<file path="config.mk">
export PLATFORM = sky130hd
export DESIGN_NAME = rpn_stack_calc_flat
export DESIGN_NICKNAME = d
export VERILOG_FILES = /design/src/rtl/rpn_pkg.sv /design/src/rtl/rpn_stack_calc_if.sv /design/src/rtl/rpn_mul.sv /design/src/rtl/rpn_stack_calc.sv /design/src/flat_wrapper.sv
export SDC_FILE = /design/constraint.sdc
export NUM_CORES = 1
export LEC_CHECK = 0
export ABC_AREA = 1
export CAP_MARGIN = 10
export CORE_MARGIN = 2
export CORE_UTILIZATION = 55
export CTS_CLUSTER_DIAMETER = 200
export CTS_CLUSTER_SIZE = 16
export DETAILED_ROUTE_END_ITERATION = 10
export GPL_TIMING_DRIVEN = 0
export PLACE_DENSITY = 0.74
export SYNTH_ARGS = -nofsm -noshare
export SYNTH_HDL_FRONTEND = slang
export SYNTH_HIERARCHICAL = 1
export SYNTH_SLANG_ARGS = --single-unit
export TNS_END_PERCENT = 5
</file>
<file path="constraint.sdc">
create_clock -name clk -period 6.23 [get_ports clk]
set_input_delay 1.246 -clock clk [delete_from_list [all_inputs] [get_ports clk]]
set_output_delay 1.246 -clock clk [all_outputs]
set_load 0.01 [all_outputs]
</file>
<file path="src/rtl/rpn_pkg.sv">
// Shared opcode/error encodings and helpers for the RPN stack calculator.
// Latency: n/a (constants, types and pure functions only).
// Backpressure: n/a.
package rpn_pkg;

  localparam logic [4:0] OP_ADD  = 5'h00;
  localparam logic [4:0] OP_SUB  = 5'h01;
  localparam logic [4:0] OP_MUL  = 5'h02;
  localparam logic [4:0] OP_SHL  = 5'h03;
  localparam logic [4:0] OP_SHR  = 5'h04;
  localparam logic [4:0] OP_BAND = 5'h05;
  localparam logic [4:0] OP_BOR  = 5'h06;
  localparam logic [4:0] OP_BXOR = 5'h07;
  localparam logic [4:0] OP_AND  = 5'h08;
  localparam logic [4:0] OP_OR   = 5'h09;
  localparam logic [4:0] OP_EQ   = 5'h0A;
  localparam logic [4:0] OP_NE   = 5'h0B;
  localparam logic [4:0] OP_GE   = 5'h0C;
  localparam logic [4:0] OP_LE   = 5'h0D;
  localparam logic [4:0] OP_GT   = 5'h0E;
  localparam logic [4:0] OP_LT   = 5'h0F;
  localparam logic [4:0] OP_NEG  = 5'h10;
  localparam logic [4:0] OP_BNOT = 5'h11;
  localparam logic [4:0] OP_NOT  = 5'h12;

  localparam logic [2:0] ERR_NONE  = 3'd0;
  localparam logic [2:0] ERR_OVF   = 3'd1;
  localparam logic [2:0] ERR_UNF   = 3'd2;
  localparam logic [2:0] ERR_BADOP = 3'd3;
  localparam logic [2:0] ERR_BOTH  = 3'd4;

  typedef enum logic {M_IDLE, M_RUN} mul_state_t;

  // Bit 4 selects the unary group (NEG/BNOT/NOT).
  function automatic logic is_unary(input logic [4:0] opc);
    return opc[4];
  endfunction

  // 0x13..0x1F are unassigned.
  function automatic logic is_valid_op(input logic [4:0] opc);
    return opc <= OP_NOT;
  endfunction

endpackage

</file>
<file path="src/rtl/rpn_stack_calc_if.sv">
// Token-side request bundle and stack status outputs of the RPN calculator.
// Latency: n/a (wires only).
// Backpressure: master must hold num/op/x while ready=0.
interface rpn_stack_calc_if #(
  parameter int WIDTH = 16,
  parameter int DEPTH = 8
);
  localparam int DW = $clog2(DEPTH + 1);

  logic             num;
  logic             op;
  logic [WIDTH-1:0] x;
  logic             clr;
  logic             ready;
  logic             busy;
  logic [WIDTH-1:0] qtop;
  logic [WIDTH-1:0] qnext;
  logic [DW-1:0]    depth;
  logic             err;
  logic [2:0]       err_code;

  modport master (
    output num, op, x, clr,
    input  ready, busy, qtop, qnext, depth, err, err_code
  );

  modport slave (
    input  num, op, x, clr,
    output ready, busy, qtop, qnext, depth, err, err_code
  );
endinterface

</file>
<file path="src/rtl/rpn_mul.sv">
// Iterative shift-add multiplier, low WIDTH bits of a*b.
// Latency: done asserts combinationally in the WIDTH-th cycle after start.
// Backpressure: start is only honoured while idle; busy covers the run.
module rpn_mul #(
  parameter int WIDTH = 16
) (
  input  logic             clk,
  input  logic             rst,
  input  logic             start,
  input  logic [WIDTH-1:0] a,
  input  logic [WIDTH-1:0] b,
  output logic             busy,
  output logic             done,
  output logic [WIDTH-1:0] p
);
  import rpn_pkg::*;

  localparam int CW = $clog2(WIDTH + 1);

  mul_state_t       state, state_nx;
  logic [WIDTH-1:0] acc, ma, mb;
  logic [CW-1:0]    cnt;

  // Final iteration is folded into the output so the product lands on the WIDTH-th edge.
  assign p = acc + (mb[0] ? ma : '0);

  // State register; reset aborts any multiply in flight.
  always_ff @(posedge clk) begin
    if (rst) state <= M_IDLE;
    else     state <= state_nx;
  end

  // Next state and status strobes.
  always_comb begin
    state_nx = state;
    busy     = 1'b0;
    done     = 1'b0;
    case (state)
      M_IDLE: if (start) state_nx = M_RUN;
      M_RUN: begin
        busy = 1'b1;
        if (cnt == CW'(1)) begin
          done     = 1'b1;
          state_nx = M_IDLE;
        end
      end
      default: state_nx = M_IDLE;
    endcase
  end

  // Operand latch on start, then one partial product per cycle.
  always_ff @(posedge clk) begin
    if (start && state == M_IDLE) begin
      acc <= '0;
      ma  <= a;
      mb  <= b;
      cnt <= CW'(WIDTH);
    end else if (state == M_RUN) begin
      acc <= p;
      ma  <= ma << 1;
      mb  <= mb >> 1;
      cnt <= cnt - CW'(1);
    end
  end

endmodule

</file>
<file path="src/rtl/rpn_stack_calc.sv">
// RPN operand stack with inline single-cycle ALU and iterative multiplier.
// Latency: 1 edge for all ops except MUL, which commits WIDTH edges after accept.
// Backpressure: ready=~busy; requests while busy are ignored, source holds them.
module rpn_stack_calc #(
  parameter int WIDTH = 16,
  parameter int DEPTH = 8
) (
  input  logic              clk,
  input  logic              rst,
  rpn_stack_calc_if.slave   bus
);
  import rpn_pkg::*;

  localparam int DW = $clog2(DEPTH + 1);
  localparam int AW = (DEPTH > 1) ? $clog2(DEPTH) : 1;

  logic [WIDTH-1:0] stk [DEPTH];
  logic [DW-1:0]    dep;
  logic             err_q;
  logic [2:0]       code_q;

  logic [AW-1:0]    top_i, nxt_i, push_i;
  logic [WIDTH-1:0] a, b, alu_res, mul_p;
  logic [4:0]       opc;
  logic             busy, accept, mul_done, mul_start;
  logic             do_push, do_unary, do_binary, err_hit;
  logic [2:0]       err_new;

  // Entry 0 is the bottom; the top lives at depth-1.
  assign top_i  = AW'(dep - DW'(1));
  assign nxt_i  = AW'(dep - DW'(2));
  assign push_i = AW'(dep);
  assign b      = (dep != '0)      ? stk[top_i] : '0;
  assign a      = (dep >= DW'(2))  ? stk[nxt_i] : '0;
  assign opc    = bus.x[4:0];
  assign accept = !busy && (bus.num || bus.op);

  // Single-cycle ALU: a is the older entry, b the newer.
  always_comb begin
    alu_res = '0;
    case (opc)
      OP_ADD:  alu_res = a + b;
      OP_SUB:  alu_res = a - b;
      OP_SHL:  alu_res = a << b;
      OP_SHR:  alu_res = a >> b;
      OP_BAND: alu_res = a & b;
      OP_BOR:  alu_res = a | b;
      OP_BXOR: alu_res = a ^ b;
      OP_AND:  alu_res = {{(WIDTH-1){1'b0}}, (a != '0) && (b != '0)};
      OP_OR:   alu_res = {{(WIDTH-1){1'b0}}, (a != '0) || (b != '0)};
      OP_EQ:   alu_res = {{(WIDTH-1){1'b0}}, a == b};
      OP_NE:   alu_res = {{(WIDTH-1){1'b0}}, a != b};
      OP_GE:   alu_res = {{(WIDTH-1){1'b0}}, $signed(a) >= $signed(b)};
      OP_LE:   alu_res = {{(WIDTH-1){1'b0}}, $signed(a) <= $signed(b)};
      OP_GT:   alu_res = {{(WIDTH-1){1'b0}}, $signed(a) >  $signed(b)};
      OP_LT:   alu_res = {{(WIDTH-1){1'b0}}, $signed(a) <  $signed(b)};
      OP_NEG:  alu_res = {WIDTH{1'b0}} - b;
      OP_BNOT: alu_res = ~b;
      OP_NOT:  alu_res = {{(WIDTH-1){1'b0}}, b == '0};
      default: alu_res = '0;
    endcase
  end

  // Request decode: pick exactly one stack action or one error code.
  always_comb begin
    do_push   = 1'b0;
    do_unary  = 1'b0;
    do_binary = 1'b0;
    mul_start = 1'b0;
    err_hit   = 1'b0;
    err_new   = ERR_NONE;
    if (accept) begin
      if (bus.num && bus.op) begin
        err_hit = 1'b1; err_new = ERR_BOTH;
      end else if (bus.num) begin
        if (dep == DW'(DEPTH)) begin
          err_hit = 1'b1; err_new = ERR_OVF;
        end else do_push = 1'b1;
      end else if (!is_valid_op(opc)) begin
        err_hit = 1'b1; err_new = ERR_BADOP;
      end else if (is_unary(opc)) begin
        if (dep == '0) begin
          err_hit = 1'b1; err_new = ERR_UNF;
        end else do_unary = 1'b1;
      end else if (dep < DW'(2)) begin
        err_hit = 1'b1; err_new = ERR_UNF;
      end else if (opc == OP_MUL) mul_start = 1'b1;
      else do_binary = 1'b1;
    end
  end

  rpn_mul #(.WIDTH(WIDTH)) u_mul (
    .clk   (clk),
    .rst   (rst),
    .start (mul_start),
    .a     (a),
    .b     (b),
    .busy  (busy),
    .done  (mul_done),
    .p     (mul_p)
  );

  // Stack storage and depth; the multiplier result retires the two operands.
  always_ff @(posedge clk) begin
    if (rst) begin
      dep <= '0;
    end else if (mul_done) begin
      stk[nxt_i] <= mul_p;
      dep        <= dep - DW'(1);
    end else if (do_push) begin
      stk[push_i] <= bus.x;
      dep         <= dep + DW'(1);
    end else if (do_unary) begin
      stk[top_i] <= alu_res;
    end else if (do_binary) begin
      stk[nxt_i] <= alu_res;
      dep        <= dep - DW'(1);
    end
  end

  // Sticky first-error capture; a fresh error beats a same-edge clear.
  always_ff @(posedge clk) begin
    if (rst) begin
      err_q  <= 1'b0;
      code_q <= ERR_NONE;
    end else if (err_hit && (!err_q || bus.clr)) begin
      err_q  <= 1'b1;
      code_q <= err_new;
    end else if (bus.clr) begin
      err_q  <= 1'b0;
      code_q <= ERR_NONE;
    end
  end

  assign bus.ready    = !busy;
  assign bus.busy     = busy;
  assign bus.qtop     = b;
  assign bus.qnext    = a;
  assign bus.depth    = dep;
  assign bus.err      = err_q;
  assign bus.err_code = code_q;

endmodule
</file>
<file path="src/flat_wrapper.sv">
// flat-port wrapper written by rule: the top's interface ports become plain ports
module rpn_stack_calc_flat import rpn_pkg::*;
#(
  parameter int WIDTH = 16,
  parameter int DEPTH = 8
)
  (clk, rst, bus_num, bus_op, bus_x, bus_clr, bus_ready, bus_busy, bus_qtop, bus_qnext, bus_depth, bus_err, bus_err_code);
  rpn_stack_calc_if #(.WIDTH(WIDTH), .DEPTH(DEPTH)) bus_i ();
  input  logic clk;
  input  logic rst;
  input wire logic [$bits(bus_i.num)-1:0] bus_num;
  input wire logic [$bits(bus_i.op)-1:0] bus_op;
  input wire logic [$bits(bus_i.x)-1:0] bus_x;
  input wire logic [$bits(bus_i.clr)-1:0] bus_clr;
  output wire logic [$bits(bus_i.ready)-1:0] bus_ready;
  output wire logic [$bits(bus_i.busy)-1:0] bus_busy;
  output wire logic [$bits(bus_i.qtop)-1:0] bus_qtop;
  output wire logic [$bits(bus_i.qnext)-1:0] bus_qnext;
  output wire logic [$bits(bus_i.depth)-1:0] bus_depth;
  output wire logic [$bits(bus_i.err)-1:0] bus_err;
  output wire logic [$bits(bus_i.err_code)-1:0] bus_err_code;
  assign bus_i.num = bus_num;
  assign bus_i.op = bus_op;
  assign bus_i.x = bus_x;
  assign bus_i.clr = bus_clr;
  assign bus_ready = bus_i.ready;
  assign bus_busy = bus_i.busy;
  assign bus_qtop = bus_i.qtop;
  assign bus_qnext = bus_i.qnext;
  assign bus_depth = bus_i.depth;
  assign bus_err = bus_i.err;
  assign bus_err_code = bus_i.err_code;
  rpn_stack_calc #(.WIDTH(WIDTH), .DEPTH(DEPTH)) u_core (.clk(clk), .rst(rst), .bus(bus_i));
endmodule
</file>
==> flow_summary.toml <==
[placement]
gp_congestion = 1.03
port_buffers = 60
dp.cells = 2618
hpwlAfterDp_um = 44900

[layout]
post_layout_nonfiller_instances = 2651
multi_input_area_mm2 = 0.00837
finalNetCount = 2355
regArea_mm2 = 0.00541
area_growth_pct = 12.7
fillers = 2603
drive_gt1_share_pct = 8.80

[global_routing]
grt_pass1_vias = 14800
top_usage_layer = "met2"
antenna_found_initial = 0
use_met3_pct = 7.63
grt_max_degree = 26
gr-usage-met2_pct = 62.9
use_met1_pct = 50.6
grt_pass1_wl_um = 86600
track_usage_pct = 40.0
overflow = 0

[die]
fp.dieW_um = 171
dieHeight_um = 171
num_rows = 61
initial_core_util_pct = 55.5
dieArea_mm2 = 0.0293
design.core.area_mm2 = 0.0276
ios = 63

[setup_path]
arrival_ns = 6.33
required_ns = 6.39
endpoint_kind = "register"
worstSetupStartpointType = "register"
cpLargestDelayFamily = "simple AND/OR/NAND/NOR gates"
crit_fanout = 21
critPathMaxStageDelay_ns = 0.65
crit_slowest_cell = "ha_2"
path_buf_inv = 6
cp_cell_sequence = "inv_1, buf_2, ha_2, clkinvlp_4, clkbuf_2, o211ai_1, nand3_1, ha_1, inv_1, nand2_1, nor3_4, nand3_1, o21ai_0, o211ai_1, a21oi_1, nand3_1, nor3_2, nand4_1, nand2_1, inv_1"
critPathKind = "register to register"

[pwr]
peakVddDrop_uv = 208
intPower_mw = 3.34
p_per_area_mw_per_mm2 = 403
pwr-share-comb_pct = 61.1
seqPwrFrac_pct = 23.2
clkPwrFrac_pct = 15.7
swShare_pct = 52.1
leakagePower_nw = 7.78
netSwitchingPower_mw = 3.63

[cts]
root_buffer = "clkbuf_16"
hold_buffers = 0
h-tree-depth = 4
clk_latency_ns = 0.45
clockBufferDepth = 2
cts_sinks = 190
cts_made_buffers = 17
path_clk_slew_ns = 0.08
cts_tree = "built"

[sta]
maxSlewViolCount = 0
fmax_ghz = 0.162
hold_violations = 0
holdWs_ns = 0.461
slew_headroom_pct = 25.2
fin_setup_tns_ns = 0
finalCritPeriodShare_pct = 99.1
fin_skew_ns = 0.0165
worst_slew_pin_slew_ns = 1.12
setup_viol = 0
min_period_ns = 6.17

[logic_synthesis]
async_flop_share_pct = 0
synth_nets = 2267
ys_warn_count = 6
synth_ff_type = "edfxtp_1"
syn_avg_cell_area_um2 = 7.07
syn_area_mm2 = 0.0153
yosys_register_bits = 190
seq_area_frac_synth_pct = 35.2
synth.distinct_cells = 55
postSynthCellCount = 2171
synth_edf_count = 160

[routing]
drc_errors = 0
ant_nets = 0
drt_iter0_drc = 2450
routed_wl_um = 59200
dr.pass1.iters = 8
vias = 16300
wl_per_cell_um = 22.3
viasPerCell = 6.14

[run]
maxCapViolations = 0

[status]
status = "finished clean"

[worst_hold_path]
min_path_type = "register to register"
==> cell families after synthesis <==
kind of cell	count (synthesis)	share of synthesized area [%]
AO/OA/AOI/OAI	369	13.9
XOR/XNOR	20	1.48
buffers and inverters	390	10.8
AND/OR/NAND/NOR	1127	32.4
flip-flops	190	35.2
adder cells (fa/ha/maj)	75	6.26
==> cells in the mapped netlist, types with 17 or more instances <==
| master | n | share of area [%] |
|---|---|---|
| nand3_2 | 17 | 1.1 |
| nand4_1 | 25 | 1.0 |
| inv_1 | 268 | 6.6 |
| a21oi_1 | 106 | 3.5 |
| dfxtp_1 | 30 | 3.9 |
| o21ai_0 | 129 | 4.2 |
| ha_1 | 72 | 5.9 |
| o21ai_1 | 17 | 0.55 |
| edfxtp_1 | 160 | 31 |
| nand2_1 | 594 | 15 |
| nand3_1 | 266 | 8.7 |
| buf_2 | 36 | 1.2 |
| o211ai_1 | 65 | 3.2 |
| nor2_1 | 157 | 3.8 |
| clkbuf_1 | 38 | 0.93 |
==> power groups by stage <==
stage	sequential [mW]	clock, mW	combinational (mW)
final	1.61	1.10	4.26
after global routing	1.62	1.14	4.56
after CTS	1.61	1.10	4.05
after detailed placement	1.64	0	4.00
after global placement	1.64	0	3.97
after floorplan	1.63	0	2.64
==> sequential cells by signal (all words and copies together) (netlist names) <==
name / cells
u_core/u_mul/acc: 16
u_core/bus.err_code: 3
u_core/u_mul/ma: 16
u_core/u_mul/state: 1
u_core/bus.err: 1
u_core/u_mul/cnt: 5
u_core/u_mul/mb: 16
u_core/stk: 128
u_core/bus.depth: 4
==> layout make-up <==
cell class	instances	area share, %
Clock inverter	14	0.825
Inverter	282	6.22
Multi-Input combinational cell	1591	48.4
Timing Repair Buffer	75	4.73
Buffer	102	3.38
Sequential cell	190	31.3
Antenna cell	1	0.0145
Clock buffer	18	2.48
Tap cell	378	2.73
==> cells in the final DEF (no fill, tap or decap), drive strengths merged, types with 7 or more instances in the layout <==
cell type	n
a21oi	106
xor2	17
clkdlybuf4s50	60
inv	284
or2	8
a31oi	11
nand4	27
dfxtp	30
buf	81
and2	7
o22ai	14
nor3	19
nor2	167
ha	72
nand3	284
o21ai	147
clkbuf	54
edfxtp	160
nand2	606
o211ai	65
==> per-layer routing <==
layer  wire, um  vias up
met3       6410      272
met4       4170        0
met5          0        -
met1      22400     7449
met2      26200     1148
li1           -     7421
==> metrics by stage <==
step,area (um2),worst slack [ns],power (mW),utilization [%]
after floorplan,15300,1.46,4.26,-
after global placement,16400,-1.11,5.60,59.4
after detailed placement,16600,-1.11,5.64,60.1
after CTS,17200,0.0320,6.76,62.3
after global routing,17300,-0.00187,7.32,62.6
final,17300,0.0577,6.97,62.6
==> path summary, 6_finish.rpt <==
| kind | slack, ns | endpoint | from | depth (start not counted) |
|---|---|---|---|---|
| worst max-delay path | 0.06 | u_core/stk[3][0] | u_core/bus.depth[1] | 20 |
| worst min-delay path | 0.46 | u_core/u_mul/acc[14] | u_core/u_mul/acc[14] | 2 |
| worst max register to register | 0.06 | u_core/stk[3][0] | u_core/bus.depth[1] | 20 |
| worst min register to register | 0.46 | u_core/u_mul/acc[14] | u_core/u_mul/acc[14] | 2 |
==> what timing repair did <==
item	in CTS	in global routing
pin swaps	0	0
resized for setup	9	21
endpoints found under the setup margin	113	64
gates cloned	0	0
buffers inserted	0	6
==> worst reg2reg max path: cells and delay by family, from the launching register on <==
| family | cells | cell delay [ns] |
|---|---|---|
| AO/OA/AOI/OAI | 4 | 0.85 |
| adder cells (fa/ha/maj) | 2 | 1.17 |
| buffers and inverters | 6 | 1.65 |
| flip-flops | 1 | 0.54 |
| AND/OR/NAND/NOR | 8 | 1.67 |
No activity file was read; power rests on OpenSTA's default activity.
